File: src/rtl/gcd_engine.sv
// rtl/gcd_engine.sv - gcd engine with selectable subtractive Euclid or binary Stein iteration
module gcd_engine #(
    parameter int WIDTH = 32,
    parameter int MODE  = 0,
    parameter int CNT_W = 16
) (
    input  logic             clk,
    input  logic             rst_n,
    input  logic             clear,
    input  logic             in_valid,
    output logic             in_ready,
    input  logic [WIDTH-1:0] a_in,
    input  logic [WIDTH-1:0] b_in,
    output logic             out_valid,
    input  logic             out_ready,
    output logic [WIDTH-1:0] result,
    output logic [CNT_W-1:0] cycles,
    output logic             busy
);

    localparam int KW = $clog2(WIDTH) + 1;

    typedef enum logic [1:0] {
        IDLE = 2'd0,
        CALC = 2'd1,
        DONE = 2'd2
    } state_t;

    state_t           state, state_nx;
    logic [WIDTH-1:0] a_q, a_nx;
    logic [WIDTH-1:0] b_q, b_nx;
    logic [WIDTH-1:0] res_q, res_nx;
    logic [KW-1:0]    k_q, k_nx;
    logic [CNT_W-1:0] cnt_q, cnt_nx;

    always_ff @(posedge clk or negedge rst_n) begin
        if (!rst_n) begin
            state <= IDLE;
            a_q   <= '0;
            b_q   <= '0;
            res_q <= '0;
            k_q   <= '0;
            cnt_q <= '0;
        end else begin
            state <= state_nx;
            a_q   <= a_nx;
            b_q   <= b_nx;
            res_q <= res_nx;
            k_q   <= k_nx;
            cnt_q <= cnt_nx;
        end
    end

    always_comb begin
        state_nx = state;
        a_nx     = a_q;
        b_nx     = b_q;
        res_nx   = res_q;
        k_nx     = k_q;
        cnt_nx   = cnt_q;
        if (clear) begin
            // abort keeps result/cycles so the last reported values stay visible
            state_nx = IDLE;
        end else begin
            case (state)
                IDLE: begin
                    if (in_valid) begin
                        a_nx   = a_in;
                        b_nx   = b_in;
                        k_nx   = '0;
                        cnt_nx = '0;
                        if (a_in == '0 || b_in == '0) begin
                            res_nx   = a_in | b_in;
                            state_nx = DONE;
                        end else begin
                            state_nx = CALC;
                        end
                    end
                end
                CALC: begin
                    if (cnt_q != {CNT_W{1'b1}}) begin
                        cnt_nx = cnt_q + 1'b1;
                    end
                    if (a_q == b_q) begin
                        res_nx   = (MODE == 0) ? a_q : (a_q << k_q);
                        state_nx = DONE;
                    end else if (MODE != 0 && !a_q[0] && !b_q[0]) begin
                        a_nx = a_q >> 1;
                        b_nx = b_q >> 1;
                        k_nx = k_q + 1'b1;
                    end else if (MODE != 0 && !a_q[0]) begin
                        a_nx = a_q >> 1;
                    end else if (MODE != 0 && !b_q[0]) begin
                        b_nx = b_q >> 1;
                    end else if (a_q > b_q) begin
                        a_nx = a_q - b_q;
                    end else begin
                        b_nx = b_q - a_q;
                    end
                end
                DONE: begin
                    if (out_ready) begin
                        state_nx = IDLE;
                    end
                end
                default: begin
                    state_nx = IDLE;
                end
            endcase
        end
    end

    assign in_ready  = (state == IDLE);
    assign out_valid = (state == DONE);
    assign busy      = (state == CALC) || (state == DONE);
    assign result    = res_q;
    assign cycles    = cnt_q;

endmodule

File: config.mk
export PLATFORM = sky130hd
export DESIGN_NAME = gcd_engine
export DESIGN_NICKNAME = d
export VERILOG_FILES = /design/src/rtl/gcd_engine.sv
export SDC_FILE = /design/constraint.sdc
export NUM_CORES = 1
export LEC_CHECK = 0
export ABC_AREA = 1
export BUFFER_PORTS_ARGS = -buffer_cell sky130_fd_sc_hd__buf_4
export CAP_MARGIN = 10
export CORE_ASPECT_RATIO = 1.25
export CORE_MARGIN = 3
export CORE_UTILIZATION = 25
export DETAILED_ROUTE_END_ITERATION = 8
export PLACE_DENSITY = 0.49
export SYNTH_ARGS = -nofsm -noshare
export SYNTH_HDL_FRONTEND = slang
export SYNTH_SLANG_ARGS = --single-unit
export TNS_END_PERCENT = 100
File: constraint.sdc
create_clock -name clk -period 2.5 [get_ports clk]
set_input_delay 0.125 -clock clk [delete_from_list [all_inputs] [get_ports clk]]
set_output_delay 0.125 -clock clk [all_outputs]
set_load 0.005 [all_outputs]
== After elaboration in Yosys (flattened, before gate mapping) ==
Cells that the tools add are included.
Cells by class
  order comparisons: 1
  reductions and logical operators: 11
  multiplexer cells: 21
  $add $sub $neg: 3
  bitwise gates (word level): 2
  equality and inequality tests: 14
Operators by type and width (count)
  32-bit 2-to-1 mux: 9
  32-bit case mux with 2 select lines: 3
  32-bit zero test: 2
  32-bit subtractor: 2
  32-bit equality test: 1
  32-bit > comparator: 1
  16-bit 2-to-1 mux: 2
  32-bit OR: 1
  16-bit case mux with 2 select lines: 1
  16-bit by 1-bit adder with 16-bit output, second input constant: 1
  16-bit inequality test, second input constant: 1
  5-bit AND reduction: 3
  2-bit inequality test, second input constant: 6
  2-bit 2-to-1 mux: 5
  3-bit inequality test, second input constant: 2
  2-bit case mux with 3 select lines: 1
  4-bit AND reduction: 1
  3-bit by 2-bit inequality test with 1-bit output, second input constant: 1
  3-bit AND reduction: 1
  2-bit by 1-bit equality test with 1-bit output, second input constant: 1
  2-bit equality test, second input constant: 1
  2-bit zero test: 1
  1-bit logical OR: 2
  2-bit by 1-bit inequality test with 1-bit output, second input constant: 1
  2 further kinds: 2
Storage, ports and cells
  register bits after elaboration: 114
  output and inout port bits: 51
  word-level logic and storage cells: 57

== Logic depth before layout (Yosys ltp) ==
Gate-level depths: netlist of the first run.
  word-level depth: 6
  mapped depth: 19
  gate-level depth less buffers: 17

== Least setup slack after synthesis of the first run ==
OpenSTA, ideal clock, no wires.
  path type: reg2reg
  start point: reg a_q[0]
  end point: reg a_q[5]
  cell stages (with the launch flop): 19
  path buffers: 1
  setup time: 117 ps
  arrival time: 2051 ps
  setup slack: 332 ps
  cell sequence: dfrtp_1 -> inv_1 -> ha_1 -> fa_1 -> inv_1 -> nand2_1 -> nand2_1 -> nand2_2 -> nand2_2 -> nand2_2 -> nand2_2 -> nand2_2 -> nand2_2 -> nand2_2 -> nand2_1 -> nand2_2 -> buf_2 -> nand2_1 -> nand2_1
On the way
  cells in the longest elaborated chain, start to end: 4
  elaborated cells between the ends (all ways): 9
  those cells by class: add/sub: 1; order compare: 1; eq/ne: 3; mux: 3; reduce/logical: 1
RTL lines
  start, declared: line 30  | logic [WIDTH-1:0] a_q, a_nx;
  start signal, assigned: line 46  | a_q <= a_nx;
  32-bit subtractor: line 96  | a_nx = a_q - b_q;
  32-bit 2-to-1 mux: line 95  | end else if (a_q > b_q) begin
  32-bit 2-to-1 mux: line 84  | if (a_q == b_q) begin
  32-bit case mux with 2 select lines: line 65  | case (state)
Parallel ways exist; a longest one is shown, timed or not. The select of a mux whose other input is x is not followed.
A chain may end at the register's enable or synchronous reset.

== Worst setup path after layout of the first run ==
  start point: reg a_q[27]
  end point: reg res_q[7], in the netlist result[7]
On the way
  cells in the longest elaborated chain, start to end: 3
RTL lines
  32-bit equality test: line 84
  2-bit inequality test (no line)
  5-bit AND reduction (no line)
  end signal, assigned: line 48  | res_q <= res_nx;
  end, declared: line 32  | logic [WIDTH-1:0] res_q, res_nx;
No other way between the ends.

==> results of run 1 <==
-- cells in the mapped netlist (all sizes together) --
master / instances
a41oi: 1
mux2i: 4
nand4: 27
xnor2: 3
nor2: 98
dfrtp: 114
o211ai: 13
nand3b: 7
a31oi: 4
a21o: 2
nand3: 106
a211oi: 1
o22ai: 4
o21ai: 78
a31o: 8
inv: 421
ha: 67
buf: 31
o31ai: 3
o21bai: 17
or2: 2
xor2: 6
nor4: 8
clkinv: 2
fa: 2
nand2: 784
clkbuf: 12
a21oi: 51
nor3: 9
o21a: 2
-- per-layer routing --
metal	track usage (%)	vias up
li1	-	6168
met1	21.7	5683
met2	34.2	311
met3	2.70	85
met4	9.19	0
met5	0	-
-- registers in the layout, summed over array words and instances (netlist names) --
signal,flops
state,2
a_q,32
b_q,32
cycles,16
result,32
-- repair_timing --
action | in CTS | in global routing
gates cloned | 0 | 10
setup endpoints to repair | 33 | 96
gates resized for setup | 2 | 72
hold buffers | 8 | 0
pin swaps | 1 | 16
hold endpoints to repair | 122 | 0
setup buffers | 2 | 21
-- logic make-up after synthesis --
kind of cell / after synthesis / synth area share [%]
adder cells (fa/ha/maj): 69 / 7.92
flip-flops: 114 / 25.7
buffers and inverters: 466 / 16.9
AO/OA/AOI/OAI: 184 / 9.79
XOR/XNOR: 9 / 0.711
AND/OR/NAND/NOR: 1041 / 38.6
multiplexers: 4 / 0.361
-- report_power, final --
part	switching (mW)	leakage [nW]	internal, mW
clock network	1.07	0.321	1.81
registers	0.612	1.37	2.64
logic	11.3	6.62	6.75
-- cells in the final DEF (no fill, tap or decap), types with 9 or more instances in the layout --
master     count
nand3_1      100
inv_2         16
inv_1        404
nand2_1      753
o21ai_2        9
dfrtp_1      114
a21oi_1       45
nor2_1        85
buf_12        11
o21ai_0       47
ha_4          12
o211ai_1      13
clkbuf_16     23
buf_4        219
nand4_1       27
o21bai_1      17
o21ai_1       22
nand2_2       27
ha_1          54
-- worst register-to-register path, delay by kind of cell (launching register included) --
kind	cells	cell delay, ps
and+or+nand+nor	6	860
DFF	1	370
AOI/OAI and AO/OA	2	370
buffers and inverters	3	360
adders and majority gates	1	330
-- worst max-delay path by stage --
stage,end,from,slack (ps)
final,result[7],a_q[27],90
after global routing,a_q[1],a_q[19],-50
after CTS,b_q[14],a_q[0],8
after detailed placement,b_q[12],a_q[19],-160
after global placement,b_q[20],a_q[19],-130
after floorplan,a_q[5],a_q[0],330
-- stage by stage --
step                      total power, mW  hold WS (ps)  setup WS [ps]
after global routing                 26.4          34.0          -45.7
final                                24.1          18.7           95.0
after floorplan                      13.2          -171            332
after global placement               19.7         -43.2           -125
after CTS                            22.8         0.228           7.82
after detailed placement             19.7         -42.0           -156
-- area by class of cell --
type,instances,area [sq um]
inverters,423,1600
clock inverters,14,228
clock buffers,18,439
multi-input cells,1307,6680
repair buffers,250,2180
well taps,565,707
fillers,4867,28800
flip-flops and latches,114,2850
==> metrics.yaml, run 1 <==
outcome:
  run_status: "complete, no violations"
min_path:
  hold_depth: 5
  hold_start: "b_in[2]"
  holdCritPathClass: "primary input to flop"
  hold_end: "b_q[2]"
grt:
  grt_pass1_vias: 12108
  grt_use_total_pct: 18.8
  grt_pass1_wl_mm: 67.5
  antenna_found_initial: 0
  grt_max_degree: 72
  grt-ovfl-total: 0
sta:
  hold_violations: 0
  slew-limit-headroom_pct: 65.9
  final.period_utilization_pct: 96.2
  rsz0062_at_grt: "yes"
  skew_ps: 11.6
  setup_viol: 0
  finalCriticalPeriod_ps: 2410
  drv_slew: 0
  timing.fmax_mhz: 416
  tightestPinTransition_ps: 507
  setup-tns-final_ps: 0
route:
  wl_mm: 47.6
  vias: 12247
  routed-wl-met2_mm: 24.1
  vias_per_cell: 4.55
  met1Wirelength_mm: 19.5
  drt_iter0_drc: 590
  wl_per_cell_um: 17.7
  drt-pass1-iter-count: 6
  top_layer_used: "met4"
  wl_met3_mm: 1.85
  drtAntennaViolNets: 0
  drc: 0
job:
  cap_violations: 0
placed_design:
  dp_cells: 2618
  dp_hpwl_mm: 35.4
  io_buffers: 119
  gp_congestion: 0.959
  postPlaceCellArea_sq_um: 13200
die:
  core_sq_um: 43500
  rows: 85
  dieHeight_um: 241
  dieArea_sq_um: 46900
  io_pins: 120
  die_w_um: 194
  initial_core_util_pct: 25.5
critical_path:
  critPathSlowestCell: "dfrtp_1"
  timing.rr.end: "result[7]"
  arrival_ps: 2750
  r2r_setup_slack_ps: 90
  critPathMaxStageDelay_ps: 370
  cp_cell_sequence: "inv_1, ha_1, nand2_2, nor2_4, nand2_1, nor2_4, nand3_4, a21oi_4, nand2_8, clkbuf_16, o21ai_1, inv_1"
  path_class: "flop to flop"
  path_max_fanout: 8
  crit_path_end_kind: "flop"
  required_ps: 2850
  start_kind: "flop"
  reg2reg_depth: 12
  cp.depth: 12
  cp_num_buf_inv: 3
  cp_top_family: "simple AND/OR/NAND/NOR gates"
  rr_startpoint: "a_q[27]"
synth:
  synth_area_leaders: "nand2_1, dfrtp_1, inv_1, ha_1, nand3_1"
  ys_ff_latch: 114
  synth_nets: 2025
  synthCells: 1887
  yosys.area.top_type: "nand2_1"
  synth.top_cell.area_share_pct: 25.9
  synth_area_per_cell_sq_um: 5.88
  yosysWarnings: 0
  yosysSeqAreaShare_pct: 25.7
  synth_area_sq_um: 11100
  yosys.cell_types.count: 44
final_layout:
  stdcell_area_sq_um: 14700
  nets: 2251
  drive_above_1_share_pct: 18.0
  syn_to_final_growth_pct: 32.4
  finalNonFillerCells: 2691
  insertedDiodeCount: 0
  utilization_pct: 33.7
clock_tree:
  cts_made_buffers: 17
  cts_tree: "done"
  clk_path_buf_depth: 2
  cts-root-buf: "clkbuf_16"
  cts_sinks: 114
  cts.clk_slew.worst_paths_ps: 60
  clk_latency_ps: 460
  cts_htree_levels: 4
pwr:
  p_per_area_nw_per_um2: 1640
  total_leakage_power_nw: 8.31
  ir_drop_mv: 0.718
Power figures use the tool's default switching activity.
==> run 2, diff against run 1 <==
- TNS_END_PERCENT: 100 -> 20
- clock period: 2.5 -> 2.91 ns (I/O delays scaled with it)
==> run 2 against run 1 <==
Critical path depth grew 5. Clock skew grew 21 ps. Core utilization shrank 3.2 points. Via count shrank 5.9%. Die area is the same. Largest power group unchanged. Highest routed layer unchanged.
==> metrics.yaml, run 2 (synthesis results as in run 1) <==
clock_tree:
  cts-root-buf: "clkbuf_16"
  cts.clk_slew.worst_paths_ps: 60
  cts_htree_levels: 4
  cts_made_buffers: 17
  cts_sinks: 114
  cts_tree: "done"
  clk_latency_ps: 470
  clk_path_buf_depth: 2
  post-cts-setup-buffers: 0
critical_path:
  cp_common_cell: "nand2_2"
  path_max_fanout: 19
  cp_top_family: "simple AND/OR/NAND/NOR gates"
  start_kind: "flop"
  cp.depth: 17
  cp_cell_sequence: "inv_1, ha_1, fa_1, inv_1, nand2_1, nand2_1, nand2_2, nand2_2, nand2_2, nand2_2, nand2_2, nand2_2, nand2_2, a21oi_4, buf_4, nand2_1, nand2_1"
  critPathSlowestCell: "dfrtp_1"
  critPathMaxStageDelay_ps: 370
  arrival_ps: 3070
  required_ps: 3290
  crit_path_end_kind: "flop"
  path_class: "flop to flop"
  cp_num_buf_inv: 3
  reg2reg_depth: 17
die:
  core_sq_um: 43500
  rows: 85
  dieArea_sq_um: 46900
  io_pins: 120
  dieHeight_um: 241
  die_w_um: 194
  initial_core_util_pct: 25.5
route:
  drtAntennaViolNets: 0
  vias_per_cell: 4.45
  drt-pass1-iter-count: 6
  drc: 0
  drt_iter0_drc: 611
  wl_mm: 42.7
  wl_per_cell_um: 16.5
  vias: 11525
sta:
  finalCriticalPeriod_ps: 2690
  skew_ps: 32.7
  rsz0062_at_grt: "no"
  drv_slew: 0
  setup_viol: 0
  final.period_utilization_pct: 92.6
  slew-limit-headroom_pct: 51.1
  setup-tns-final_ps: 0
  hold_violations: 0
  fin_ws_ps: 215
  tightestPinTransition_ps: 733
  timing.fmax_mhz: 371
job:
  cap_violations: 0
pwr:
  p_per_area_nw_per_um2: 1340
  power.total_mw: 17.8
  ir_drop_mv: 0.539
  total_leakage_power_nw: 7.65
final_layout:
  nFillCells: 4942
  utilization_pct: 30.5
  nets: 2147
  drive_above_1_share_pct: 11.4
  layout_commonest_cell: "nand2_1"
  insertedDiodeCount: 0
  finalNonFillerCells: 2587
  syn_to_final_growth_pct: 19.7
  final_cell_mix: "nand2_1, inv_1, buf_4"
placed_design:
  dp_hpwl_mm: 33.7
  post-place-ws_ps: 53.7
  io_buffers: 119
  gp_congestion: 0.937
  dp_cells: 2553
grt:
  grt-ovfl-total: 0
  grt_use_total_pct: 18.1
  grt_pass1_wl_mm: 65.1
  grt_max_degree: 115
  grt_pass1_vias: 11439
  antenna_found_initial: 0
min_path:
  holdCritPathClass: "primary input to flop"
  hold_depth: 5
outcome:
  run_status: "complete, no violations"
[run 2: through the flow]
step | hold slack (ps) | instance area [sq um]
2_1_floorplan | -150 | 11100
3_3_place_gp | 302 | 12700
3_5_place_dp | 313 | 12700
4_1_cts | 1.35 | 13300
5_1_grt | 37.3 | 13300
6_report | 1.11 | 13300
[run 2: final cells by class]
cell class | count | area, sq um | area share [%]
repair buffers | 146 | 1180 | 8.86
inverters | 423 | 1590 | 12.0
flip-flops and latches | 114 | 2850 | 21.5
well taps | 565 | 707 | 5.33
clock inverters | 15 | 146 | 1.10
clock buffers | 17 | 425 | 3.20
multi-input cells | 1307 | 6380 | 48.0
[run 2: repair_timing]
item                                    in CTS  in global routing
endpoints found under the hold margin      116                  0
endpoints found under the setup margin       0                 32
gates resized for setup                      0                  6
hold buffers                                 2                  0
[run 2: power by group]
part / switching [mW] / internal (mW)
logic: 8.77 / 4.18
clock network: 0.940 / 1.20
registers: 0.500 / 2.26
[run 2: worst paths after layout]
kind / end / start / slack [ps]
min: a_q[16] / a_in[16] / 1
min reg2reg: b_q[31] / b_q[31] / 480
max reg2reg: a_q[31] / a_q[0] / 220
min in group asynchronous: result[7] / rst_n / 300
max in group asynchronous: a_q[27] / rst_n / 2000
max: a_q[31] / a_q[0] / 220
[run 2: metal layers]
layer,global-route usage (%),up-vias,share of wire [%]
met1,21.1,5274,42
met5,0,-,0
met2,33.8,238,52
met4,7.10,0,3.3
li1,-,5959,-
met3,2.17,54,3.0
[run 2: worst reg2reg max path: stages, from the launching register on]
cell and delay [ps]:
dfrtp_1 370, inv_1 70, ha_1 230, fa_1 370, inv_1 210, nand2_1 90, nand2_1 160, nand2_2 80
nand2_2 100, nand2_2 60, nand2_2 80, nand2_2 60, nand2_2 60, nand2_2 70, a21oi_4 130, buf_4 320
nand2_1 100, nand2_1 70
==> run 3, diff against run 2 <==
- CORE_ASPECT_RATIO: 1.25 -> 0.9
==> run 3 against run 2 <==
Design area grew 1.0%. First-iteration DRC count grew 46%. Worst hold slack gained 37 ps. Die area is essentially flat. Total power grew 2.5%. Sequential share of layout area shrank 0.22 points. Register-to-register slack gained 90 ps. Core utilization grew 0.36 points. Clock skew shrank 18 ps. Maximum frequency grew 3.3%. Critical endpoint is now a_q[4].
==> metrics.yaml, run 3 (synthesis results as in run 1) <==
outcome:
  run_status: "complete, no violations"
final_layout:
  syn_to_final_growth_pct: 20.9
  nets: 2144
  final_cell_mix: "nand2_1, inv_1, buf_4"
  drive_above_1_share_pct: 11.0
  insertedDiodeCount: 0
  utilization_pct: 30.9
  nFillCells: 4962
  layout_commonest_cell: "nand2_1"
critical_path:
  cp_cell_sequence: "inv_1, ha_1, fa_1, inv_1, nand2_1, nand2_1, nand2_2, nand2_2, nand2_2, nand2_2, nand2_2, nand2_2, nand2_2, a21oi_4, buf_6, nand2_1, nand2_1"
  rr_startpoint: "a_q[0]"
  critPathSlowestCell: "dfrtp_1"
  required_ps: 3300
  crit_path_end_kind: "flop"
  reg2reg_depth: 17
  path_max_fanout: 19
  path_class: "flop to flop"
  arrival_ps: 3000
  r2r_setup_slack_ps: 300
  critPathMaxStageDelay_ps: 380
  cp_common_cell: "nand2_2"
  startpoint: "a_q[0]"
  start_kind: "flop"
pwr:
  p_sw_share_pct: 56.0
  switchingPower_mw: 10.2
  total_leakage_power_nw: 7.69
  pwr-share-clk_pct: 13.8
  power.total_mw: 18.3
  power_frac_comb_pct: 71.0
  p_seq_share_pct: 15.2
  internal_power_mw: 8.05
  ir_drop_mv: 0.512
  p_per_area_nw_per_um2: 1360
sta:
  slew-limit-headroom_pct: 52.3
  holdWs_ps: 38.1
  skew_ps: 15.0
  timing.fmax_mhz: 383
  finalCriticalPeriod_ps: 2610
  setup_viol: 0
  drv_slew: 0
  setup-tns-final_ps: 0
  final.period_utilization_pct: 89.6
  tightestPinTransition_ps: 716
  rsz0062_at_grt: "no"
  hold_violations: 0
route:
  drc: 0
  drtAntennaViolNets: 0
  drt-pass1-iter-count: 7
  wl_per_cell_um: 16.6
  vias_per_cell: 4.47
  vias: 11682
  wl_mm: 43.3
  drt_iter0_drc: 893
die:
  dieHeight_um: 206
  dieArea_sq_um: 46900
  io_pins: 120
  die_w_um: 228
  core_sq_um: 43400
  rows: 72
  initial_core_util_pct: 25.5
grt:
  grt-ovfl-total: 0
  grt_pass1_vias: 11356
  grt_use_total_pct: 18.6
  grt_max_degree: 81
  grt_pass1_wl_mm: 66.8
  antenna_found_initial: 1
placed_design:
  dp_hpwl_mm: 34.7
  gp_congestion: 0.949
  io_buffers: 119
clock_tree:
  post-cts-setup-buffers: 0
  cts_htree_levels: 4
  cts_made_buffers: 17
  cts_tree: "done"
  cts_sinks: 114
  cts.clk_slew.worst_paths_ps: 60
  clk_latency_ps: 460
  cts-root-buf: "clkbuf_16"
  clk_path_buf_depth: 2
job:
  cap_violations: 0
min_path:
  hold_depth: 5
  holdCritPathClass: "primary input to flop"
  hold_start: "a_in[17]"
==> run 3: cell types whose count changed in the layout (fill, tap and decap cells not counted), moves of 2 or more <==
cell	previous run	this run
buf_4	138	131
inv_6	6	0
bufinv_16	1	6
clkbuf_8	0	4
dlygate4sd3_1	2	5
clkbuf_1	0	2
clkinv_4	3	1
inv_8	2	0
==> run 3: critical path, delay by kind of cell (launching register included) <==
family,cells,cell delay [ps]
buffers and inverters,3,530
and+or+nand+nor,11,880
DFF,1,380
AOI/OAI and AO/OA,1,160
adders and majority gates,2,590
==> run 3: layout make-up <==
| type | instances | area [sq um] | area share (%) |
|---|---|---|---|
| Clock inverter | 9 | 199 | 1.48 |
| Multi-Input combinational cell | 1307 | 6380 | 47.5 |
| Tap cell | 592 | 741 | 5.52 |
| Sequential cell | 114 | 2850 | 21.3 |
| Timing Repair Buffer | 143 | 1160 | 8.69 |
| Inverter | 423 | 1590 | 11.8 |
| Clock buffer | 23 | 488 | 3.64 |
==> run 3: worst paths after layout <==
check | to
max reg2reg | a_q[4]
min reg2reg | b_q[31]
min in group asynchronous | result[25]
max in group asynchronous | a_q[10]
min | a_q[17]
max | a_q[4]
==> run 3: metrics by stage <==
stage / cells / area, sq um / setup WS, ps
finish: 2611 / 13400 / 301
global route: 2611 / 13400 / 68.5
CTS: 2611 / 13400 / 228
detailed placement: 2574 / 12700 / 238
global placement: 2574 / 12700 / 361
floorplan: 1887 / 11100 / 742
==> run 3: timing repair <==
item	4_1_cts	5_1_grt
gates resized for setup	0	1
setup endpoints to repair	0	1
endpoints found under the hold margin	49	0
hold buffers	5	0
==> run 3: layer usage <==
metal | vias to the layer above | global-route usage [%] | share of wire (%)
met3 | 46 | 3.79 | 6.3
met2 | 304 | 27.9 | 41
li1 | 5944 | - | -
met4 | 2 | 5.93 | 2.1
met1 | 5386 | 26.8 | 50
met5 | - | 0 | 0.030
==> run 3: power groups by stage <==
stage | sequential, mW | clock, mW | combinational, mW
after floorplan | 2.70 | 0 | 8.68
after global placement | 2.79 | 0 | 12.9
after detailed placement | 2.80 | 0 | 12.9
after CTS | 2.79 | 2.60 | 13.0
after global routing | 2.89 | 2.66 | 14.6
final | 2.78 | 2.53 | 13.0
